==> config.mk <==
export PLATFORM = sky130hd
export DESIGN_NAME = jtopl_logsin_wave_flat
export DESIGN_NICKNAME = d
export VERILOG_FILES = /design/src/rtl/jtopl_pkg.sv /design/src/rtl/jtopl_logsin_wave_if.sv /design/src/rtl/jtopl_logsin_rom.sv /design/src/rtl/jtopl_logsin_wave.sv /design/src/flat_wrapper.sv
export SDC_FILE = /design/constraint.sdc
export NUM_CORES = 1
export LEC_CHECK = 0
export BUFFER_PORTS_ARGS = -buffer_cell sky130_fd_sc_hd__buf_2
export CAP_MARGIN = 10
export CORE_AREA = 4 4 149 93
export DETAILED_ROUTE_END_ITERATION = 10
export DIE_AREA = 0 0 153 97
export MAX_ROUTING_LAYER = met4
export PLACE_DENSITY = 0.61
export SKIP_LAST_GASP = 1
export SYNTH_ARGS = -nofsm -noshare
export SYNTH_HDL_FRONTEND = slang
export SYNTH_SLANG_ARGS = --single-unit
==> constraint.sdc <==
create_clock -name clk -period 2.87 [get_ports clk]
set_clock_uncertainty 0.05 [all_clocks]
set_input_delay 0 -clock clk [delete_from_list [all_inputs] [get_ports clk]]
set_output_delay 0 -clock clk [all_outputs]
set_load 0.02 [all_outputs]
==> src/rtl/jtopl_pkg.sv <==
// Shared constants for the JTOPL log-sine stage: waveform selects and the
// quarter-wave log-sine table (fixed 256x12, or computed for other sizes).
package jtopl_pkg;

   typedef enum logic [2:0] {
      WAVE_SINE   = 3'd0,
      WAVE_HALF   = 3'd1,
      WAVE_ABS    = 3'd2,
      WAVE_QPULSE = 3'd3,
      WAVE_ALT    = 3'd4,
      WAVE_ALTABS = 3'd5,
      WAVE_SQR    = 3'd6,
      WAVE_DSQR   = 3'd7
   } wave_e;

   localparam real PI = 3.14159265358979323846;

   // round(-log2(sin((2q+1)*pi/1024))*256), q = 0..255
   localparam logic [11:0] LOGSIN_TBL [256] = '{
      12'd2137, 12'd1731, 12'd1543, 12'd1419, 12'd1326, 12'd1252, 12'd1190, 12'd1137,
      12'd1091, 12'd1050, 12'd1013, 12'd979,  12'd949,  12'd920,  12'd894,  12'd869,
      12'd846,  12'd825,  12'd804,  12'd785,  12'd767,  12'd749,  12'd732,  12'd717,
      12'd701,  12'd687,  12'd672,  12'd659,  12'd646,  12'd633,  12'd621,  12'd609,
      12'd598,  12'd587,  12'd576,  12'd566,  12'd556,  12'd546,  12'd536,  12'd527,
      12'd518,  12'd509,  12'd501,  12'd492,  12'd484,  12'd476,  12'd468,  12'd461,
      12'd453,  12'd446,  12'd439,  12'd432,  12'd425,  12'd418,  12'd411,  12'd405,
      12'd399,  12'd392,  12'd386,  12'd380,  12'd375,  12'd369,  12'd363,  12'd358,
      12'd352,  12'd347,  12'd341,  12'd336,  12'd331,  12'd326,  12'd321,  12'd316,
      12'd311,  12'd307,  12'd302,  12'd297,  12'd293,  12'd289,  12'd284,  12'd280,
      12'd276,  12'd271,  12'd267,  12'd263,  12'd259,  12'd255,  12'd251,  12'd248,
      12'd244,  12'd240,  12'd236,  12'd233,  12'd229,  12'd226,  12'd222,  12'd219,
      12'd215,  12'd212,  12'd209,  12'd205,  12'd202,  12'd199,  12'd196,  12'd193,
      12'd190,  12'd187,  12'd184,  12'd181,  12'd178,  12'd175,  12'd172,  12'd169,
      12'd167,  12'd164,  12'd161,  12'd159,  12'd156,  12'd153,  12'd151,  12'd148,
      12'd146,  12'd143,  12'd141,  12'd138,  12'd136,  12'd134,  12'd131,  12'd129,
      12'd127,  12'd125,  12'd122,  12'd120,  12'd118,  12'd116,  12'd114,  12'd112,
      12'd110,  12'd108,  12'd106,  12'd104,  12'd102,  12'd100,  12'd98,   12'd96,
      12'd94,   12'd92,   12'd91,   12'd89,   12'd87,   12'd85,   12'd83,   12'd82,
      12'd80,   12'd78,   12'd77,   12'd75,   12'd74,   12'd72,   12'd70,   12'd69,
      12'd67,   12'd66,   12'd64,   12'd63,   12'd62,   12'd60,   12'd59,   12'd57,
      12'd56,   12'd55,   12'd53,   12'd52,   12'd51,   12'd49,   12'd48,   12'd47,
      12'd46,   12'd45,   12'd43,   12'd42,   12'd41,   12'd40,   12'd39,   12'd38,
      12'd37,   12'd36,   12'd35,   12'd34,   12'd33,   12'd32,   12'd31,   12'd30,
      12'd29,   12'd28,   12'd27,   12'd26,   12'd25,   12'd24,   12'd23,   12'd23,
      12'd22,   12'd21,   12'd20,   12'd20,   12'd19,   12'd18,   12'd17,   12'd17,
      12'd16,   12'd15,   12'd15,   12'd14,   12'd13,   12'd13,   12'd12,   12'd12,
      12'd11,   12'd10,   12'd10,   12'd9,    12'd9,    12'd8,    12'd8,    12'd7,
      12'd7,    12'd7,    12'd6,    12'd6,    12'd5,    12'd5,    12'd5,    12'd4,
      12'd4,    12'd4,    12'd3,    12'd3,    12'd3,    12'd2,    12'd2,    12'd2,
      12'd2,    12'd1,    12'd1,    12'd1,    12'd1,    12'd1,    12'd1,    12'd1,
      12'd0,    12'd0,    12'd0,    12'd0,    12'd0,    12'd0,    12'd0,    12'd0
   };

   // Elaboration-time entry for non-default table sizes, clipped to dw bits.
   function automatic int logsin_entry(input int aw, input int dw, input int idx);
      real x, l;
      int  r;
      x = $sin((2.0 * $itor(idx) + 1.0) * PI / (2.0 ** (aw + 2)));
      l = -($ln(x) / $ln(2.0)) * 256.0;
      r = $rtoi(l + 0.5);
      if (r > (2 ** dw) - 1) r = (2 ** dw) - 1;
      return r;
   endfunction

endpackage

==> src/rtl/jtopl_logsin_wave_if.sv <==
// Sample bus of the log-sine stage: phase/wave/att in, log magnitude out.
interface jtopl_logsin_wave_if #(
   parameter int PHASE_W = 10,
   parameter int ATT_W   = 9,
   parameter int OUT_W   = 13
);
   logic               in_valid;
   logic [PHASE_W-1:0] phase;
   logic [2:0]         wave;
   logic [ATT_W-1:0]   att;
   logic               out_valid;
   logic [OUT_W-1:0]   out_log;
   logic               out_sign;
   logic               out_mute;

   modport master (
      output in_valid, phase, wave, att,
      input  out_valid, out_log, out_sign, out_mute
   );

   modport slave (
      input  in_valid, phase, wave, att,
      output out_valid, out_log, out_sign, out_mute
   );
endinterface

==> src/rtl/jtopl_logsin_rom.sv <==
// Quarter-wave log-sine ROM with registered, cen-qualified read data.
module jtopl_logsin_rom
   import jtopl_pkg::*;
#(
   parameter int AW = 8,
   parameter int DW = 12
) (
   input  logic          clk,
   input  logic          rst_n,
   input  logic          cen,
   input  logic [AW-1:0] addr,
   output logic [DW-1:0] data
);

   generate
      if (AW == 8 && DW == 12) begin : g_fixed
         always_ff @(posedge clk or negedge rst_n) begin
            if (!rst_n)   data <= '0;
            else if (cen) data <= LOGSIN_TBL[addr];
         end
      end else begin : g_calc
         typedef logic [DW-1:0] tbl_t [2**AW];

         function automatic tbl_t build();
            tbl_t t;
            for (int unsigned i = 0; i < 2**AW; i++)
               t[i] = DW'(logsin_entry(AW, DW, int'(i)));
            return t;
         endfunction

         localparam tbl_t TBL = build();

         always_ff @(posedge clk or negedge rst_n) begin
            if (!rst_n)   data <= '0;
            else if (cen) data <= TBL[addr];
         end
      end
   endgenerate

endmodule

==> src/rtl/jtopl_logsin_wave.sv <==
// Phase-to-log-sine stage: wave decode, ROM lookup and attenuation add in a
// 3-stage cen pipeline. Define JTOPL_OPL3_WAVES_EN for OPL3 waveforms 4..7.
module jtopl_logsin_wave
   import jtopl_pkg::*;
#(
   parameter int PHASE_W  = 10,
   parameter int LOGSIN_W = 12,
   parameter int ATT_W    = 9,
   parameter int OUT_W    = 13
) (
   input  logic               clk,
   input  logic               rst_n,
   input  logic               cen,
   jtopl_logsin_wave_if.slave bus
);

   localparam int LUT_AW = PHASE_W - 2;

   // ---------------- stage 1: decode ----------------
   wave_e             wsel;
   logic              s, m;
   logic [LUT_AW-1:0] q_d;
   logic              sign_d, mute_d;

`ifdef JTOPL_OPL3_WAVES_EN
   localparam logic [31:0] LOG_MAX = 32'((1 << LOGSIN_W) - 1);
   logic [PHASE_W-1:0]  ph2;
   logic [31:0]         dsq;
   logic                byp_d;
   logic [LOGSIN_W-1:0] blog_d;
`else
   logic unused_wave2;
   assign unused_wave2 = bus.wave[2];
`endif

   always_comb begin
      s      = bus.phase[PHASE_W-1];
      m      = bus.phase[PHASE_W-2];
      q_d    = m ? ~bus.phase[LUT_AW-1:0] : bus.phase[LUT_AW-1:0];
      sign_d = 1'b0;
      mute_d = 1'b0;
`ifdef JTOPL_OPL3_WAVES_EN
      wsel   = wave_e'(bus.wave);
      ph2    = {bus.phase[PHASE_W-2:0], 1'b0};
      dsq    = 32'({(s ? ~bus.phase[PHASE_W-2:0] : bus.phase[PHASE_W-2:0]), 3'b000});
      byp_d  = 1'b0;
      blog_d = '0;
`else
      wsel   = wave_e'({1'b0, bus.wave[1:0]});
`endif
      case (wsel)
         WAVE_SINE:   sign_d = s;
         WAVE_HALF:   mute_d = s;
         WAVE_ABS:    ;
         WAVE_QPULSE: mute_d = m;
`ifdef JTOPL_OPL3_WAVES_EN
         // Double-speed phase; muted on the original negative half.
         WAVE_ALT, WAVE_ALTABS: begin
            mute_d = s;
            sign_d = (wsel == WAVE_ALT) ? ph2[PHASE_W-1] : 1'b0;
            q_d    = ph2[PHASE_W-2] ? ~ph2[LUT_AW-1:0] : ph2[LUT_AW-1:0];
         end
         WAVE_SQR: begin
            byp_d  = 1'b1;
            sign_d = s;
         end
         WAVE_DSQR: begin
            byp_d  = 1'b1;
            sign_d = s;
            blog_d = (dsq > LOG_MAX) ? '1 : dsq[LOGSIN_W-1:0];
         end
`endif
         default: ;
      endcase
   end

   logic              v1, sign1, mute1;
   logic [LUT_AW-1:0] q1;
   logic [ATT_W-1:0]  att1;
`ifdef JTOPL_OPL3_WAVES_EN
   logic                byp1;
   logic [LOGSIN_W-1:0] blog1;
`endif

   always_ff @(posedge clk or negedge rst_n) begin
      if (!rst_n) begin
         v1    <= 1'b0;
         q1    <= '0;
         sign1 <= 1'b0;
         mute1 <= 1'b0;
         att1  <= '0;
`ifdef JTOPL_OPL3_WAVES_EN
         byp1  <= 1'b0;
         blog1 <= '0;
`endif
      end else if (cen) begin
         v1    <= bus.in_valid;
         q1    <= q_d;
         sign1 <= sign_d;
         mute1 <= mute_d;
         att1  <= bus.att;
`ifdef JTOPL_OPL3_WAVES_EN
         byp1  <= byp_d;
         blog1 <= blog_d;
`endif
      end
   end

   // ---------------- stage 2: ROM read ----------------
   logic [LOGSIN_W-1:0] rdata;
   logic                v2, sign2, mute2;
   logic [ATT_W-1:0]    att2;
`ifdef JTOPL_OPL3_WAVES_EN
   logic                byp2;
   logic [LOGSIN_W-1:0] blog2;
`endif

   jtopl_logsin_rom #(
      .AW (LUT_AW),
      .DW (LOGSIN_W)
   ) u_rom (
      .clk   (clk),
      .rst_n (rst_n),
      .cen   (cen),
      .addr  (q1),
      .data  (rdata)
   );

   always_ff @(posedge clk or negedge rst_n) begin
      if (!rst_n) begin
         v2    <= 1'b0;
         sign2 <= 1'b0;
         mute2 <= 1'b0;
         att2  <= '0;
`ifdef JTOPL_OPL3_WAVES_EN
         byp2  <= 1'b0;
         blog2 <= '0;
`endif
      end else if (cen) begin
         v2    <= v1;
         sign2 <= sign1;
         mute2 <= mute1;
         att2  <= att1;
`ifdef JTOPL_OPL3_WAVES_EN
         byp2  <= byp1;
         blog2 <= blog1;
`endif
      end
   end

   // ---------------- stage 3: attenuation add ----------------
   logic [LOGSIN_W-1:0] lg;
   logic [OUT_W:0]      sum;
   logic [OUT_W-1:0]    log_d;

   always_comb begin
`ifdef JTOPL_OPL3_WAVES_EN
      lg = byp2 ? blog2 : rdata;
`else
      lg = rdata;
`endif
      sum = (OUT_W+1)'(lg) + ((OUT_W+1)'(att2) << 3);
      if (mute2 || sum[OUT_W]) log_d = '1;
      else                     log_d = sum[OUT_W-1:0];
   end

   logic             ov, osign, omute;
   logic [OUT_W-1:0] olog;

   always_ff @(posedge clk or negedge rst_n) begin
      if (!rst_n) begin
         ov    <= 1'b0;
         olog  <= '1;
         osign <= 1'b0;
         omute <= 1'b1;
      end else if (cen) begin
         ov    <= v2;
         olog  <= log_d;
         osign <= sign2;
         omute <= mute2;
      end
   end

   assign bus.out_valid = ov;
   assign bus.out_log   = olog;
   assign bus.out_sign  = osign;
   assign bus.out_mute  = omute;

endmodule

==> src/flat_wrapper.sv <==
// flat-port wrapper written by rule: the top's interface ports become plain ports
module jtopl_logsin_wave_flat import jtopl_pkg::*;
#(
   parameter int PHASE_W  = 10,
   parameter int LOGSIN_W = 12,
   parameter int ATT_W    = 9,
   parameter int OUT_W    = 13
)
  (clk, rst_n, cen, bus_in_valid, bus_phase, bus_wave, bus_att, bus_out_valid, bus_out_log, bus_out_sign, bus_out_mute);
  jtopl_logsin_wave_if #(.PHASE_W(PHASE_W), .ATT_W(ATT_W), .OUT_W(OUT_W)) bus_i ();
  input  logic clk;
  input  logic rst_n;
  input  logic cen;
  input wire logic [$bits(bus_i.in_valid)-1:0] bus_in_valid;
  input wire logic [$bits(bus_i.phase)-1:0] bus_phase;
  input wire logic [$bits(bus_i.wave)-1:0] bus_wave;
  input wire logic [$bits(bus_i.att)-1:0] bus_att;
  output wire logic [$bits(bus_i.out_valid)-1:0] bus_out_valid;
  output wire logic [$bits(bus_i.out_log)-1:0] bus_out_log;
  output wire logic [$bits(bus_i.out_sign)-1:0] bus_out_sign;
  output wire logic [$bits(bus_i.out_mute)-1:0] bus_out_mute;
  assign bus_i.in_valid = bus_in_valid;
  assign bus_i.phase = bus_phase;
  assign bus_i.wave = bus_wave;
  assign bus_i.att = bus_att;
  assign bus_out_valid = bus_i.out_valid;
  assign bus_out_log = bus_i.out_log;
  assign bus_out_sign = bus_i.out_sign;
  assign bus_out_mute = bus_i.out_mute;
  jtopl_logsin_wave #(.PHASE_W(PHASE_W), .LOGSIN_W(LOGSIN_W), .ATT_W(ATT_W), .OUT_W(OUT_W)) u_core (.clk(clk), .rst_n(rst_n), .cen(cen), .bus(bus_i));
endmodule
==> metrics <==
status finished, final reports clean; CP max FO 2; RSZ-0062 raised after global routing no; crit start category flip-flop; clock buffer depth 2; Clk network pwr share 0.273; count of cell types in the netlist 68; post-route ant nets 0; worst reg2reg endpoint u_core.bus.out_log[11]$_DFFE_PN1P_; Area contributors post-synth dfrtp_1 (23%), dfstp_2 (7.5%), ha_1 (5.8%); share of layout cells above drive strength 1 0.217; Finished Layout Cells 829; global placer's final weighted congestion 1.04; initial antenna violation count 0; asr flop ratio synth 1.00; max-cap violation count 0; vias per std cell 6.16; Reg-to-Reg Start u_core.u_rom.data[3]$_DFFE_PN0P_; effective utilization at floorplan 0.392; share of the synthesized area in the top cell type 0.234; relative max-transition margin 0.495; total net switching power 1.60 mW; I/O pin count 42; Routed WL 18,600 um; fin crit period 2580 ps; post-cts sizing count 0; PwrDens 671 nW/um2; critical path arrival 2750 ps; yosys warns 0; sequential-to-total area share from yosys stat 0.308; HPWL Detailed 13,600 um; Top FF cell, synth dfrtp_1; fin area 5890 um2; cells after synthesis 603; total track usage 0.255; count of final hold-check violations 0; worst hold slack 53.6 ps; DRC 0; final setup TNS 0 ps; Worst Tran Pin Value 755 ps; PortBufs 40; maximum vdd ir drop 0.350 mV; Pleak 2.40 nW; Max H-tree Level 3; TritonRoute pass-1 iters 5; post-synth top area cell dfrtp_1; cts bufs inserted 9; Min-Delay Endpoint u_core.bus.out_log[11]$_DFFE_PN1P_; Horiz. Die Dim 153 um; top-count cell post-synth nor2_1; TritonCTS clock tree done; Final period util 0.897; synthesis-to-layout area growth 19.6%; WHS Path Cells 2; Inst Count DP 790; global-route wire length before repair 29,100 um; number of global-route vias before repair 5,027; diodes inserted 0; Routed WL per cell 22.4 um; worst setup margin 295 ps; Post-synth top cells nor2_1 (70), a21oi_1 (55), dfrtp_1 (46); worst slack at placement 402 ps; row cnt 32; syn_area_per_cell 8.17 um2; Net Sw Frac 0.405; flop-to-flop setup slack 290 ps; logic gate share of total power 0.428; Max Fclk 388 MHz; via count 5,104; Hold Path Origin cen; pin count of the biggest net entering global routing 47; sequential power share 0.299; 1st-iter DRT viols 613; Placed Area 5360 um2; Skew-Pair Late Insertion Delay 330 ps; Mapped Area 4920 um2; worst hold path class input pin to flip-flop; cell internal pwr 2.35 mW; Die Footprint 14,800 um2; CTS sink cnt 60; setup violators final 0; crit end category flip-flop; path depth of the worst reg2reg path 8; net count after synthesis 653; Nets 704; post-synthesis register bit count 60; max-slew violations 0; CORE AREA 12,600 um2; CTS root buffer clkbuf_16; Post-synth EDFFs 0; die height 97 um; Critical Path RT 3050 ps; CTS clk-pin slew, worst paths 50 ps; WS Path Type flip-flop to flip-flop; Overflow after GRT 0
[metal layers]
| metal | global-route usage | wire [um] | vias up |
|---|---|---|---|
| li1 | - | - | 2320 |
| met1 | 0.387 | 8850 | 2458 |
| met2 | 0.332 | 7420 | 299 |
| met3 | 0.0697 | 2030 | 27 |
| met4 | 0.0548 | 265 | 0 |
| met5 | - | 0 | - |
[flip-flops by register name, summed over array words and instances, names as in the netlist]
signal and flops:
u_core.sign1 1, u_core.bus.out_mute 1, u_core.bus.out_sign 1, u_core.att2 9, u_core.att1 9, u_core.v1 1
u_core.sign2 1, u_core.u_rom.data 12, u_core.bus.out_log 13, u_core.mute1 1, u_core.q1 8, u_core.v2 1
u_core.mute2 1, u_core.bus.out_valid 1
[placed cells by master, fill, tap and decap left out, types with 4 or more instances in the layout]
cell type,Yosys,final
a211oi_1,6,6
a21boi_0,4,4
a21oi_1,55,55
a311oi_1,6,6
a31oi_1,18,18
buf_2,25,39
buf_4,1,37
clkbuf_16,0,9
dfrtp_1,46,43
dfstp_2,14,14
dlygate4sd3_1,0,23
ha_1,23,23
inv_1,16,16
mux2_2,24,24
nand2_1,40,40
nand2b_1,10,10
nand3_1,9,9
nand4_1,6,6
nor2_1,70,70
nor2b_1,15,15
nor3_1,19,19
o2111ai_1,5,5
o211ai_1,14,14
o21a_1,6,6
o21ai_0,37,37
o221ai_1,5,5
o22ai_1,7,7
o311ai_0,5,5
o31ai_1,12,12
xnor2_1,11,11
xor2_1,5,5
[worst max-delay path, cell delays in order, from the launching register on]
cell and delay (ps):
dfrtp_1 450, ha_1 270, fa_1 420, a21o_1 230, a211oi_1 260, nor2_1 110, o41ai_1 360, xor2_1 240
a31oi_1 110
[power groups by stage]
stage | combinational [mW] | sequential, mW | clock [mW]
after floorplan | 1.02 | 1.23 | 0
after CTS | 1.65 | 1.18 | 1.10
final | 1.69 | 1.18 | 1.08
after detailed placement | 1.62 | 1.19 | 0
after global placement | 1.62 | 1.18 | 0
after global routing | 1.81 | 1.20 | 1.15
[how the worst max path moves through the flow]
stage                                     start                                  to  slack [ps]  depth (start not counted)
2_1_floorplan          u_core.q1[1]$_DFFE_PN0P_    u_core.u_rom.data[5]$_DFFE_PN0P_         310                         11
3_3_place_gp           u_core.q1[0]$_DFFE_PN0P_    u_core.u_rom.data[1]$_DFFE_PN0P_         390                          9
3_5_place_dp   u_core.u_rom.data[3]$_DFFE_PN0P_  u_core.bus.out_log[11]$_DFFE_PN1P_         400                          8
4_1_cts        u_core.u_rom.data[3]$_DFFE_PN0P_  u_core.bus.out_log[11]$_DFFE_PN1P_         370                          8
5_1_grt                u_core.q1[0]$_DFFE_PN0P_    u_core.u_rom.data[5]$_DFFE_PN0P_         210                          9
6_report       u_core.u_rom.data[3]$_DFFE_PN0P_  u_core.bus.out_log[11]$_DFFE_PN1P_         290                          8
[cell families after synthesis]
| kind of cell | count (synthesis) | synth area share |
|---|---|---|
| adder cells (fa/ha/maj) | 24 | 0.0625 |
| multiplexers | 27 | 0.0661 |
| AO/OA/AOI/OAI | 216 | 0.291 |
| XOR/XNOR | 16 | 0.0285 |
| flip-flops | 60 | 0.308 |
| buffers and inverters | 79 | 0.0734 |
| AND/OR/NAND/NOR | 181 | 0.170 |
[cell type report]
cell class | instances | area [um2]
flip-flops and latches | 60 | 1520
fillers | 1241 | 6680
inverters | 18 | 67.6
multi-input cells | 464 | 3040
repair buffers | 101 | 743
well taps | 170 | 213
clock inverters | 7 | 76.3
clock buffers | 9 | 225
[repair_timing]
| action | CTS | global route |
|---|---|---|
| hold endpoints to repair | 40 | 0 |
| hold buffers | 23 | 0 |
| setup buffers | 0 | 0 |
| endpoints found under the setup margin | 0 | 0 |
[per-stage QoR]
| step | total power, mW | util |
|---|---|---|
| after floorplan | 2.25 | - |
| after global placement | 2.80 | 0.426 |
| after detailed placement | 2.81 | 0.426 |
| after CTS | 3.93 | 0.469 |
| after global routing | 4.17 | 0.469 |
| final | 3.96 | 0.469 |
Note: power is estimated with default switching activity, not from simulation.
